File: config.mk
export PLATFORM = sky130hd
export DESIGN_NAME = counter_cmd_sequencer
export DESIGN_NICKNAME = d
export VERILOG_FILES = /design/src/rtl/counter_seq_pkg.sv /design/src/rtl/rr_arbiter2.sv /design/src/rtl/counter_cmd_sequencer.sv
export SDC_FILE = /design/constraint.sdc
export NUM_CORES = 1
export LEC_CHECK = 0
export CORE_MARGIN = 5
export CORE_UTILIZATION = 35
export CTS_BUF_LIST = sky130_fd_sc_hd__clkbuf_4 sky130_fd_sc_hd__clkbuf_8
export CTS_CLUSTER_SIZE = 28
export DETAILED_ROUTE_END_ITERATION = 8
export SLEW_MARGIN = 20
export SYNTH_ARGS = -nofsm -noshare
export SYNTH_HDL_FRONTEND = slang
export SYNTH_SLANG_ARGS = --single-unit
File: constraint.sdc
create_clock -name clk -period 1.95 [get_ports clk]
set_clock_uncertainty 0.2 [all_clocks]
set_input_delay 0.2925 -clock clk [delete_from_list [all_inputs] [get_ports clk]]
set_output_delay 0.2925 -clock clk [all_outputs]
set_load 0.01 [all_outputs]
File: src/rtl/counter_seq_pkg.sv
// Shared constants for the counter command sequencer: FSM encoding, MODO codes, requester ids.
package counter_seq_pkg;

    localparam logic [1:0] ST_IDLE = 2'd0;
    localparam logic [1:0] ST_LOAD = 2'd1;
    localparam logic [1:0] ST_RUN  = 2'd2;
    localparam logic [1:0] ST_DONE = 2'd3;

    localparam logic [1:0] MODO_UP   = 2'b00;
    localparam logic [1:0] MODO_DN1  = 2'b01;
    localparam logic [1:0] MODO_DN3  = 2'b10;
    localparam logic [1:0] MODO_LOAD = 2'b11;

    localparam logic ID_A = 1'b0;
    localparam logic ID_B = 1'b1;

endpackage

File: src/rtl/rr_arbiter2.sv
// Two-requester round-robin arbiter; the last-grant pointer only moves when i_update is set.
module rr_arbiter2
    import counter_seq_pkg::*;
(
    input  logic i_clk,
    input  logic i_rst,
    input  logic i_req_a,
    input  logic i_req_b,
    input  logic i_update,
    output logic o_grant_a,
    output logic o_grant_b
);

    logic r_last;
    logic w_grant_a;
    logic w_grant_b;

    // On a tie the requester that was not served last wins.
    assign w_grant_a = i_req_a & (~i_req_b | (r_last == ID_B));
    assign w_grant_b = i_req_b & ~w_grant_a;

    always_ff @(posedge i_clk) begin
        if (i_rst) begin
            r_last <= ID_B;
        end else if (i_update && (w_grant_a || w_grant_b)) begin
            r_last <= w_grant_b ? ID_B : ID_A;
        end
    end

    assign o_grant_a = w_grant_a;
    assign o_grant_b = w_grant_b;

endmodule

File: src/rtl/counter_cmd_sequencer.sv
// Runs one load/count command at a time on the shared 4-bit mode counter for requesters A and B,
// returning final Q, a saturating RCO count and a load-error flag.
module counter_cmd_sequencer
    import counter_seq_pkg::*;
#(
    parameter int unsigned LEN_W  = 8,
    parameter int unsigned RCNT_W = 8
) (
    input  logic              clk,
    input  logic              RESET,
    input  logic              a_valid,
    input  logic [1:0]        a_mode,
    input  logic [3:0]        a_d,
    input  logic [LEN_W-1:0]  a_len,
    output logic              a_ack,
    input  logic              b_valid,
    input  logic [1:0]        b_mode,
    input  logic [3:0]        b_d,
    input  logic [LEN_W-1:0]  b_len,
    output logic              b_ack,
    input  logic [3:0]        Q,
    input  logic              RCO,
    input  logic              LOAD,
    output logic              ENABLE,
    output logic [1:0]        MODO,
    output logic [3:0]        D,
    output logic              busy,
    output logic              done,
    output logic              done_id,
    output logic [3:0]        q_final,
    output logic [RCNT_W-1:0] rco_cnt,
    output logic              load_err
);

    logic [1:0]        r_state;
    logic [1:0]        r_cmd_mode;
    logic              r_cmd_id;
    logic [LEN_W-1:0]  r_run_cnt;
    logic              r_first;
    logic              r_a_ack;
    logic              r_b_ack;
    logic              r_enable;
    logic [1:0]        r_modo;
    logic [3:0]        r_d;
    logic              r_busy;
    logic              r_done;
    logic              r_done_id;
    logic [3:0]        r_q_final;
    logic [RCNT_W-1:0] r_rco_cnt;
    logic              r_load_err;

    logic w_grant_a;
    logic w_grant_b;
    logic w_arb_update;

    assign w_arb_update = (r_state == ST_IDLE);

    rr_arbiter2 u_arb (
        .i_clk     (clk),
        .i_rst     (RESET),
        .i_req_a   (a_valid),
        .i_req_b   (b_valid),
        .i_update  (w_arb_update),
        .o_grant_a (w_grant_a),
        .o_grant_b (w_grant_b)
    );

    always_ff @(posedge clk) begin
        if (RESET) begin
            r_state    <= ST_IDLE;
            r_cmd_mode <= MODO_UP;
            r_cmd_id   <= ID_A;
            r_run_cnt  <= '0;
            r_first    <= 1'b0;
            r_a_ack    <= 1'b0;
            r_b_ack    <= 1'b0;
            r_enable   <= 1'b0;
            r_modo     <= MODO_UP;
            r_d        <= 4'h0;
            r_busy     <= 1'b0;
            r_done     <= 1'b0;
            r_done_id  <= ID_A;
            r_q_final  <= 4'h0;
            r_rco_cnt  <= '0;
            r_load_err <= 1'b0;
        end else begin
            r_a_ack <= 1'b0;
            r_b_ack <= 1'b0;
            r_done  <= 1'b0;
            case (r_state)
                ST_IDLE: begin
                    if (w_grant_a || w_grant_b) begin
                        r_state    <= ST_LOAD;
                        r_busy     <= 1'b1;
                        r_a_ack    <= w_grant_a;
                        r_b_ack    <= w_grant_b;
                        r_cmd_id   <= w_grant_b ? ID_B : ID_A;
                        r_cmd_mode <= w_grant_b ? b_mode : a_mode;
                        r_run_cnt  <= w_grant_b ? b_len : a_len;
                        r_d        <= w_grant_b ? b_d : a_d;
                        r_enable   <= 1'b1;
                        r_modo     <= MODO_LOAD;
                    end
                end
                ST_LOAD: begin
                    r_rco_cnt  <= '0;
                    r_load_err <= 1'b0;
                    r_first    <= 1'b1;
                    if (r_cmd_mode != MODO_LOAD && r_run_cnt != '0) begin
                        r_state <= ST_RUN;
                        r_modo  <= r_cmd_mode;
                    end else begin
                        r_state  <= ST_DONE;
                        r_enable <= 1'b0;
                        r_modo   <= MODO_UP;
                    end
                end
                ST_RUN: begin
                    // First RUN cycle checks the load; later cycles see RCO from the previous step.
                    r_first <= 1'b0;
                    if (r_first) begin
                        r_load_err <= ~LOAD;
                    end else if (RCO && r_rco_cnt != '1) begin
                        r_rco_cnt <= r_rco_cnt + RCNT_W'(1);
                    end
                    r_run_cnt <= r_run_cnt - LEN_W'(1);
                    if (r_run_cnt == LEN_W'(1)) begin
                        r_state  <= ST_DONE;
                        r_enable <= 1'b0;
                        r_modo   <= MODO_UP;
                    end
                end
                ST_DONE: begin
                    // r_first still set means RUN was skipped, so no count step produced an RCO.
                    if (r_first) begin
                        r_load_err <= ~LOAD;
                    end else if (RCO && r_rco_cnt != '1) begin
                        r_rco_cnt <= r_rco_cnt + RCNT_W'(1);
                    end
                    r_first   <= 1'b0;
                    r_state   <= ST_IDLE;
                    r_busy    <= 1'b0;
                    r_done    <= 1'b1;
                    r_done_id <= r_cmd_id;
                    r_q_final <= Q;
                end
                default: begin
                    r_state <= ST_IDLE;
                    r_busy  <= 1'b0;
                end
            endcase
        end
    end

    assign a_ack    = r_a_ack;
    assign b_ack    = r_b_ack;
    assign ENABLE   = r_enable;
    assign MODO     = r_modo;
    assign D        = r_d;
    assign busy     = r_busy;
    assign done     = r_done;
    assign done_id  = r_done_id;
    assign q_final  = r_q_final;
    assign rco_cnt  = r_rco_cnt;
    assign load_err = r_load_err;

endmodule
After elaboration in Yosys (flattened, before gate mapping):

Index checks and enable logic that the tools add are counted.

* output and inout bits: 25
* register bits after elaboration: 40
* word-level logic and storage cells: 85

* muxes and demuxes: 26
* bitwise gates (word level): 8
* reductions and logical operators: 20
* equality and inequality tests: 12
* $add $sub $neg: 2

Operator list (count)
* two-way mux 8 bit: 4
* case mux 8 bit (2 select lines): 2
* two-way mux 2 bit: 6
* inequality test 2 bit (second input constant): 5
* AND reduction 2 bit: 5
* adder 8 x 1 -> 8 bit (second input constant): 1
* equality test 8 x 1 -> 1 bit (second input constant): 1
* inequality test 8 bit (second input constant): 1
* case mux 2 bit (4 select lines): 1
* nonzero test 8 bit: 1
* subtractor 8 x 1 -> 8 bit (second input constant): 1
* two-way mux 1 bit: 7
* case mux 1 bit (2 select lines): 3
* case mux 2 bit (3 select lines): 1
* AND reduction 3 bit: 2
* nonzero test 2 bit: 3
* inverter 1 bit: 5
* equality test 2 bit (second input constant): 2
* two-way mux 4 bit: 1
* inequality test 2 x 1 -> 1 bit (second input constant): 2
* AND reduction 4 bit: 1
* logical AND 1 bit: 3
* case mux 1 bit (3 select lines): 1
* nonzero test 3 bit: 1
* 7 further kinds: 8

Depth between registers and ports, before layout:

Gate-level depths: netlist (run 1).

* depth in word-level cells: 8
* mapped depth: 7

By module:

Synthesis (run 1) repeated with hierarchy kept, for this count alone.

* cells, all modules: 249
* area total of the unflattened synthesis: 2200.9 um2

By module, submodules not included
* counter_cmd_sequencer: sequential area each 780.7 um2, cells an instance 242, instances 1, area each 2139.6 um2
* rr_arbiter2: sequential area each 20.0 um2, cells an instance 7, instances 1, area each 61.3 um2

Worst setup path before layout (run 1):

Ideal clock, no wire load.

* kind: reg2reg
* start: reg r_state[1]
* end: reg r_rco_cnt[6], in the netlist rco_cnt[6]
* path slack: -0.148 ns
* data arrival time: 1.828 ns
* path buffers: 1
* setup time: 0.070 ns
* stages on the path, launching flop included: 8
* data required time: 1.680 ns
* cell sequence: dfxtp_1 inv_1 ha_1 clkbuf_1 nor3_1 a21oi_1 or4_1 a21oi_1

* longest elaborated chain between the ends: 4
* elaborated cells between the ends (all ways): 9
* those cells by class: 5 x eq/ne; 1 x mux; 3 x reduce/logical

Ends and longest elaborated chain
* start: declaration: RTL line counter_cmd_sequencer.sv:35 `logic [1:0] r_state;`
* start signal: assignment: RTL line counter_cmd_sequencer.sv:70 `r_state <= ST_IDLE;`
* start signal: assignment: RTL line counter_cmd_sequencer.sv:93 `r_state <= ST_LOAD;`
* start signal: assignment: RTL line counter_cmd_sequencer.sv:110 `r_state <= ST_RUN;`
* equality test 2 bit: RTL line counter_cmd_sequencer.sv:90 `case (r_state)`
* OR reduction 2 bit (no source line)
* inequality test 2 x 1 -> 1 bit (no source line), or another cell as far along
* AND reduction 3 bit (no source line)
* end signal: assignment: RTL line counter_cmd_sequencer.sv:124 `r_rco_cnt <= r_rco_cnt + RCNT_W'(1);`
* end signal: assignment: RTL line counter_cmd_sequencer.sv:138 `r_rco_cnt <= r_rco_cnt + RCNT_W'(1);`
* end: declaration: RTL line counter_cmd_sequencer.sv:49 `logic [RCNT_W-1:0] r_rco_cnt;`

Parallel ways exist; a longest one is shown, timed or not.
A chain may end at the register's enable or synchronous reset.

Worst setup path in the final report (run 1):

* start: reg r_state[1]
* end: reg r_run_cnt[2]

* longest elaborated chain between the ends: 3
* elaborated cells between the ends (all ways): 6
* those cells by class: 2 x eq/ne; 1 x mux; 3 x reduce/logical

Ends and longest elaborated chain
* equality test 2 bit or zero test 2 bit (tied branches): RTL line counter_cmd_sequencer.sv:90
* nonzero test 2 bit (no source line) or inequality test 2 bit (tied branches)
* AND reduction 2 bit (no source line)
* end signal: assignment: RTL line counter_cmd_sequencer.sv:99 `r_run_cnt <= w_grant_b ? b_len : a_len;`
* end signal: assignment: RTL line counter_cmd_sequencer.sv:126 `r_run_cnt <= r_run_cnt - LEN_W'(1);`
* end: declaration: RTL line counter_cmd_sequencer.sv:38 `logic [LEN_W-1:0] r_run_cnt;`

Parallel ways exist; a longest one is shown, timed or not.

==> out/qor.yml, run 1 <==
avgSynthCellArea_um2: 8.863
async_flop_share: 0
postPlaceCellArea_um2: 3070
finalHoldViolCount: 0
hold_start: "r_cmd_id"
synth_common_cells: "dfxtp_1, nor2_1, a21oi_1"
grt.total_usage: 0.1476
pin_count: 63
grt_pass1_wl_um: 9301
grt_max_degree: 18
diodes: 0
cellPowerDensity_nw_per_um2: 1237
viasPerCell: 5.120
cts_made_buffers: 5
setup_viol: 0
seq_area_um2: 803.3
syn_inst: 240
antenna_found_initial: 0
cts_hold_buf: 0
grt-ovfl-total: 0
die_x_um: 87.96
fp.dieH_um: 87.96
via_count: 2089
antenna_left: 0
synth_top_area_share: 0.3765
worstMarginPinSlew_ps: 414.5
synthFlopType: "dfxtp_1"
ys_ff_latch: 40
slew_viol_final: 0
nFillCells: 576
synthTopCellsByArea: "dfxtp_1, mux2i_1, nor2_1"
yosysTopAreaCell: "dfxtp_1"
timing.setup.tns_ps: 0
status: "completed"
avgRoutedWirePerCell_um: 13.18
gp_congestion: 0.8221
syn_to_final_growth_pct: 51.53
clk_pin_slew_ps: 90
multi_input_area_um2: 1265
drt_iter0_drc: 44
worst-path-max-fanout: 8
r2r_cells: 7
cts_tree: "built"
holdPathStages: 2
final_cell_count_no_fill: 408
htree_num_levels: 2
period_share: 0.9758
clock_path_buffers: 2
synth_fp_nets: 286
dp_hpwl_um: 4184
cap_violations: 0
cts_num_sinks: 40
clk_root_buffer_cell: "clkbuf_8"
drive_above_1_share: 0.1952
synth-edff-count: 0
fin_area_um2: 3223
cp-end-kind: "flip-flop"
io_buffers: 62
synth_most_common_cell: "dfxtp_1"
synth_cell_types: 58
rr_startpoint: "r_state[1]"
rows: 28
critPathArrivalTime_ps: 1890
yosysSeqAreaShare: 0.3765
rsz0062_at_grt: "true"
worstSetupPathType: "flip-flop to flip-flop"
initial_utilization: 0.3593
crit_path_start_kind: "flip-flop"
yosys_warnings: 0
nNetsFinal: 378
clock_latency_ps: 290
worst_ep_required_time_ps: 1940
power_leakage_uw: 0.001220
crit_start: "r_state[1]"
vdd_drop_max_uv: 850.9
drc: 0
dp_cells: 400
min-delay-path-class: "flip-flop to flip-flop"
dr.pass1.iters: 4
fmaxAchievable_mhz: 525.5
period_minus_slack_ps: 1903
core-area_um2: 5921
drt_wl_total_um: 5379
syn_area_um2: 2127
first_global_vias: 2086
die_area_um2: 7736
max_slew_margin: 0.7165
==> where the power goes <==
group	internal (uW)	leakage, uW	switching, uW
logic	1080	0.000836	971
registers	1050	0.000329	188
clock network	386	0.0000548	320
total	2510	0.00122	1480
==> layout make-up <==
cell class | instances | area share
Inverter | 11 | 0.01281
Clock inverter | 3 | 0.01436
Timing Repair Buffer | 96 | 0.2807
Multi-Input combinational cell | 178 | 0.3925
Tap cell | 75 | 0.02911
Sequential cell | 40 | 0.2492
Clock buffer | 5 | 0.02135
==> logic make-up (layout without fill, tap and decap cells) <==
group	Yosys count	count (layout)	share of synthesized area
adder cells (fa/ha/maj)	8	8	0.04706
multiplexers	20	20	0.09706
AO/OA/AOI/OAI	67	67	0.2182
XOR/XNOR	3	3	0.01236
flip-flops	40	40	0.3765
AND/OR/NAND/NOR	80	80	0.1994
buffers and inverters	22	115	0.04941
==> path summary, 6_finish.rpt <==
kind                                     end  slack [ps]
worst max-delay path            r_run_cnt[2]          50
worst min-delay path                r_cmd_id         260
worst max register to register  r_run_cnt[2]          50
worst min register to register      r_cmd_id         260
==> cell usage in the layout, fill, tap and decap left out, types with 6 or more instances in the layout <==
cell / n
a211oi_1: 7
a21oi_1: 18
buf_4: 31
clkdlybuf4s50_1: 62
dfxtp_1: 38
ha_1: 6
inv_1: 10
mux2i_1: 15
nand2_1: 17
nor2_1: 27
nor3_1: 8
o21ai_0: 9
==> routing by layer <==
layer  share of wire  up-vias  GRT usage
met5               0        -          0
met4           0.012        0    0.03626
met3           0.064        6    0.04139
met2            0.47       48     0.2555
met1            0.45      974     0.1806
li1                -     1061          -
==> sequential cells by signal (all words and copies together), names as in the netlist <==
signal / cells
b_ack: 1
r_cmd_id: 1
MODO: 2
D: 4
done: 1
q_final: 4
a_ack: 1
done_id: 1
u_arb.r_last: 1
load_err: 1
r_run_cnt: 8
r_cmd_mode: 2
busy: 1
r_state: 2
ENABLE: 1
r_first: 1
rco_cnt: 8
==> critical path, cell delays in order, from the launching register on <==
cell and delay [ps]:
dfxtp_2 320, inv_1 80, ha_2 230, or3b_2 470, o21ai_1 90, buf_4 160
nor2_1 60, a32o_1 200
==> per-stage QoR <==
step           total power, uW  worst slack [ps]    util  hold WS [ps]
5_1_grt                   4313            -44.84  0.5444         306.8
3_3_place_gp              3232            -165.5  0.5186         252.5
2_1_floorplan             2364             5.357       -         219.0
6_report                  3987             47.12  0.5444         261.8
4_1_cts                   4004             32.64  0.5406         266.6
3_5_place_dp              3252            -164.6  0.5186         253.0
==> what timing repair did <==
item,CTS,global route
setup buffers,0,0
resized for setup,4,4
pin swaps,0,2
endpoints found under the setup margin,5,13
Power figures use the tool's default switching activity.
==> inputs of run 2 (changes only) <==
SKIP_CTS_REPAIR_TIMING = 1   (was unset)
==> run 2 against run 1 <==
Setup slack better by 1.6 ps. Flip-flop and latch count did not move. Fmax hardly changed. Die area unchanged. Clock-buffer cell count did not move. Global-route usage shrank 0.058 points. Routed wire length is 0.19% lower. Final cell count is the same. Combinational power about the same. Clock power hardly changed. Critical path depth unchanged. Highest routed layer unchanged. Register-to-register slack is essentially flat.
==> out/qor.yml, run 2 (synthesis gave the netlist of run 1 again) <==
status: "completed"
critPathTopFamily: "simple AND/OR/NAND/NOR gates"
wl_met3_um: 332  # -2.9%
cts_tree: "built"
min-delay-path-class: "flip-flop to flip-flop"
drt_wl_total_um: 5369  # -0.19%
die_x_um: 87.96  # unchanged
multi_input_area_um2: 1265  # unchanged
seq_area_um2: 803.3  # unchanged
antenna_found_initial: 0  # unchanged
vdd_drop_max_uv: 850.7  # about the same
setup_viol: 0  # unchanged
die_area_um2: 7736  # unchanged
crit_chain: "inv_1 > ha_2 > or3b_2 > o21ai_1 > buf_4 > nor2_1 > a32o_1"
clk_root_buffer_cell: "clkbuf_8"
layout_common_cells: "clkdlybuf4s50_1, dfxtp_1, buf_4, nor2_1, a21oi_1"
cellPowerDensity_nw_per_um2: 1237  # about the same
clk_pin_slew_ps: 90  # about the same
cts_num_sinks: 40  # unchanged
htree_num_levels: 2  # unchanged
grt_pass1_wl_um: 9266  # -0.38%
crit_buf_inv: 2  # unchanged
routed.top_layer: "met4"
critPathArrivalTime_ps: 1890  # about the same
core-area_um2: 5921  # unchanged
avgRoutedWirePerCell_um: 13.16  # -0.19%
worst-path-max-fanout: 8  # unchanged
max_slew_margin: 0.7165  # unchanged
fp.dieH_um: 87.96  # unchanged
diodes: 0  # unchanged
rows: 28  # unchanged
power_leakage_uw: 0.001220  # unchanged
worstMarginPinSlew_ps: 414.5  # unchanged
finalPower_uw: 3987  # about the same
grt-ovfl-total: 0  # unchanged
grt_max_degree: 18  # unchanged
drc: 0  # unchanged
dp_hpwl_um: 4184  # unchanged
met2_length_um: 2568  # +1.5%
cp-end-kind: "flip-flop"
clock_path_buffers: 2  # unchanged
initial_utilization: 0.3593  # unchanged
drive_above_1_share: 0.1952  # unchanged
met1_length_um: 2418  # -0.94%
nNetsFinal: 378  # unchanged
period_share: 0.9750  # about the same
syn_to_final_growth_pct: 51.53  # unchanged
preCtsSetupSlack_ps: -164.6  # unchanged
worst_ep_required_time_ps: 1940  # about the same
final_common_cell: "clkdlybuf4s50_1"
io_buffers: 62  # unchanged
antenna_left: 0  # unchanged
nFillCells: 576  # unchanged
cts_made_buffers: 5  # unchanged
finalWorstSetupSlack_ps: 48.69  # +1.578 ps
gp_congestion: 0.8221  # unchanged
first_global_vias: 2087  # +0.048%
grt.total_usage: 0.1470  # -0.0005832
clock_latency_ps: 290  # about the same
pin_count: 63  # unchanged
dr.pass1.iters: 4  # unchanged
viasPerCell: 5.093  # -0.53%
fmaxAchievable_mhz: 526.0  # about the same
fin_util: 0.5444  # unchanged
rsz0062_at_grt: "true"
via_count: 2078  # -0.53%
drt_iter0_drc: 42  # -4.5%
cp_slowest_stage_delay_ps: 470  # about the same
finalHoldViolCount: 0  # unchanged
cpMaxStageDelayCell: "or3b_2"
worstSetupPathType: "flip-flop to flip-flop"
period_minus_slack_ps: 1901  # -1.578 ps
slew_viol_final: 0  # unchanged
crit_path_start_kind: "flip-flop"
cap_violations: 0  # unchanged
## run 2: worst reg2reg max path: stages (launching register included)
cell and delay [ps]:
dfxtp_2 320, inv_1 80, ha_2 230, or3b_2 470, o21ai_1 90, buf_4 160
nor2_1 60, a32o_1 200
## run 2: layer usage
layer	up-vias	track usage
met1	973	0.1789
met3	4	0.04139
met5	-	0
met4	0	0.03626
met2	41	0.2555
li1	1060	-
## run 2: worst paths after layout
kind | startpoint | endpoint | slack [ps] | cells past startpoint
max | r_state[1] | r_run_cnt[2] | 50 | 7
max reg2reg | r_state[1] | r_run_cnt[2] | 50 | 7
min reg2reg | r_cmd_id | r_cmd_id | 260 | 2
min | r_cmd_id | r_cmd_id | 260 | 2
## run 2: where the power goes
| part | internal [uW] | switching, uW |
|---|---|---|
| clock | 386 | 320 |
| sequential | 1050 | 188 |
| combinational | 1080 | 970 |
## run 2: per-stage QoR
step / std cells / instance area (um^2) / hold WS, ps / setup TNS, ps
after global routing: 408 / 3223 / 306.8 / -217.9
after detailed placement: 400 / 3070 / 253.0 / -2092
after global placement: 400 / 3070 / 252.5 / -1751
final: 408 / 3223 / 261.8 / 0
after floorplan: 240 / 2143 / 219.0 / 0
after CTS: 408 / 3186 / 266.6 / -119.0
## run 2: final cells by class
type | instances | share of cell area
clock inverter | 3 | 0.01436
multi-input combinational | 178 | 0.3925
timing repair buffer | 96 | 0.2807
clock buffer | 5 | 0.02135
inverter | 11 | 0.01281
tap | 75 | 0.02911
sequential | 40 | 0.2492
==> inputs of run 3 (changes only) <==
PLACE_DENSITY = 0.74   (was unset)
==> run 3 against run 2 <==
Worst hold slack better by 4.1 ps. Clock-buffer cell count did not move. Fmax is 2.5% lower. Non-clock buffer count increased by 1. Flip-flop and latch count unchanged. Final cell count is 0.25% higher. Setup slack lost 48 ps. Register-to-register slack lost 50 ps. Routed wire length rose by 3.0%. Critical path depth unchanged.
==> out/qor.yml, run 3 (synthesis gave the netlist of run 1 again) <==
clk_pin_slew_ps: 80  # about the same
max_slew_margin: 0.7520  # +0.03544
nNetsFinal: 379  # +0.26%
avgRoutedWirePerCell_um: 13.52  # +2.7%
first_global_vias: 2097  # +0.48%
drt_wl_total_um: 5529  # +3.0%
grt_pass1_wl_um: 9197  # -0.74%
antenna_left: 0  # unchanged
status: "completed"
critPathArrivalTime_ps: 1990  # +100 ps
grt_max_degree: 21  # +3
setup_viol: 0  # unchanged
fin_util: 0.5600  # +0.01564
worstMarginPinSlew_ps: 368.6  # -45.85 ps
crit_path_start_kind: "flip-flop"
final_cell_count_no_fill: 409  # +0.25%
antenna_found_initial: 0  # unchanged
rsz0062_at_grt: "true"
grt_use_met2: 0.2616  # +0.006164
grt_busiest_layer: "met2"
clock_path_buffers: 2  # unchanged
worstSetupPathType: "flip-flop to flip-flop"
period_minus_slack_ps: 1950  # +48.21 ps
fmaxAchievable_mhz: 512.9  # -2.5%
grt-ovfl-total: 0  # unchanged
clock_latency_ps: 300  # about the same
vdd_drop_max_uv: 537.8  # -37%
dp_cells: 399  # -0.25%
cap_violations: 0  # unchanged
met3_usage: 0.04233  # +0.0009407
worst_ep_required_time_ps: 1990  # +50 ps
worst-path-max-fanout: 5  # -3
finalHoldViolCount: 0  # unchanged
die_area_um2: 7736  # unchanged
pin_count: 63  # unchanged
drc: 0  # unchanged
syn_to_final_growth_pct: 55.88
cts_tree: "built"
cts_num_sinks: 40  # unchanged
diodes: 0  # unchanged
htree_num_levels: 2  # unchanged
drive_above_1_share: 0.2216  # +0.02636
gp_congestion: 0.8592  # +4.5%
dp_hpwl_um: 4295  # +2.6%
viasPerCell: 5.142  # +0.96%
cts_made_buffers: 5  # unchanged
power_leakage_uw: 0.001253  # +2.8%
dr.pass1.iters: 4  # unchanged
rows: 28  # unchanged
grt.total_usage: 0.1466  # -0.0003939
period_share: 0.9998  # +0.02472
drt_iter0_drc: 67  # +60%
cellPowerDensity_nw_per_um2: 1303  # +5.3%
met1_usage: 0.1719  # -0.006973
initial_utilization: 0.3593  # unchanged
io_buffers: 62  # unchanged
fp.dieH_um: 87.96  # unchanged
layout_common_cells: "clkdlybuf4s50_1, dfxtp_1, buf_4, nor2_1, nand2_1"
min-delay-path-class: "flip-flop to flip-flop"
cp-end-kind: "flip-flop"
core-area_um2: 5921  # unchanged
clk_root_buffer_cell: "clkbuf_8"
slew_viol_final: 0  # unchanged
via_count: 2103  # +1.2%
final_common_cell: "clkdlybuf4s50_1"
die_x_um: 87.96  # unchanged
nFillCells: 522  # -9.4%
## run 3: changes by cell type in the layout (fill, tap and decap cells not counted), sizes merged
| cell | change |
|---|---|
| buf | +1 |
| bufinv | +2 |
| inv | -1 |
| clkinvlp | -1 |
## run 3: metal layers
metal / routed length [um] / part of all wire
met5: 0 / 0
met4: 70 / 0.013
met3: 358 / 0.065
met2: 2738 / 0.50
met1: 2362 / 0.43
## run 3: area by class of cell
cell class	instances	area [um^2]	area share
Clock buffer	5	68.82	0.02075
Timing Repair Buffer	97	912.1	0.2751
Clock inverter	3	90.09	0.02717
Tap cell	75	93.84	0.02830
Sequential cell	40	807.0	0.2434
Inverter	11	46.29	0.01396
Multi-Input combinational cell	178	1297	0.3913
## run 3: path summary, 6_finish.rpt
check	startpoint	end	slack, ps	cells past startpoint
setup / recovery	r_state[1]	rco_cnt[6]	0.5	7
hold / removal	r_cmd_id	r_cmd_id	270	2
setup reg to reg	r_state[1]	rco_cnt[6]	0.5	7
hold reg to reg	r_cmd_id	r_cmd_id	270	2
## run 3: metrics by stage
stage                     cell area, um^2  worst slack (ps)  total power (uW)  hold WS, ps  setup TNS (ps)
after floorplan                      2143             5.357              2364        219.0               0
after global placement               3063            -77.70              3182        259.2          -428.0
after CTS                            3222            -72.00              4200        270.6          -165.2
after detailed placement             3063            -152.1              3234        259.6          -843.7
final                                3316            0.4814              4320        265.8               0
after global routing                 3316            -64.09              4624        297.7          -96.95
## run 3: where the power goes
part	switching [uW]	internal (uW)	total [uW]
sequential	216	1050	1270
clock	308	640	949
combinational	994	1110	2100
total	1520	2800	4320
## run 3: worst max-delay path: stages, from the launching register on
cell and delay (ps):
dfxtp_4 400, inv_4 50, ha_4 160, buf_6 130
nor3b_4 230, a21oi_2 100, or4_4 510, a21oi_2 110
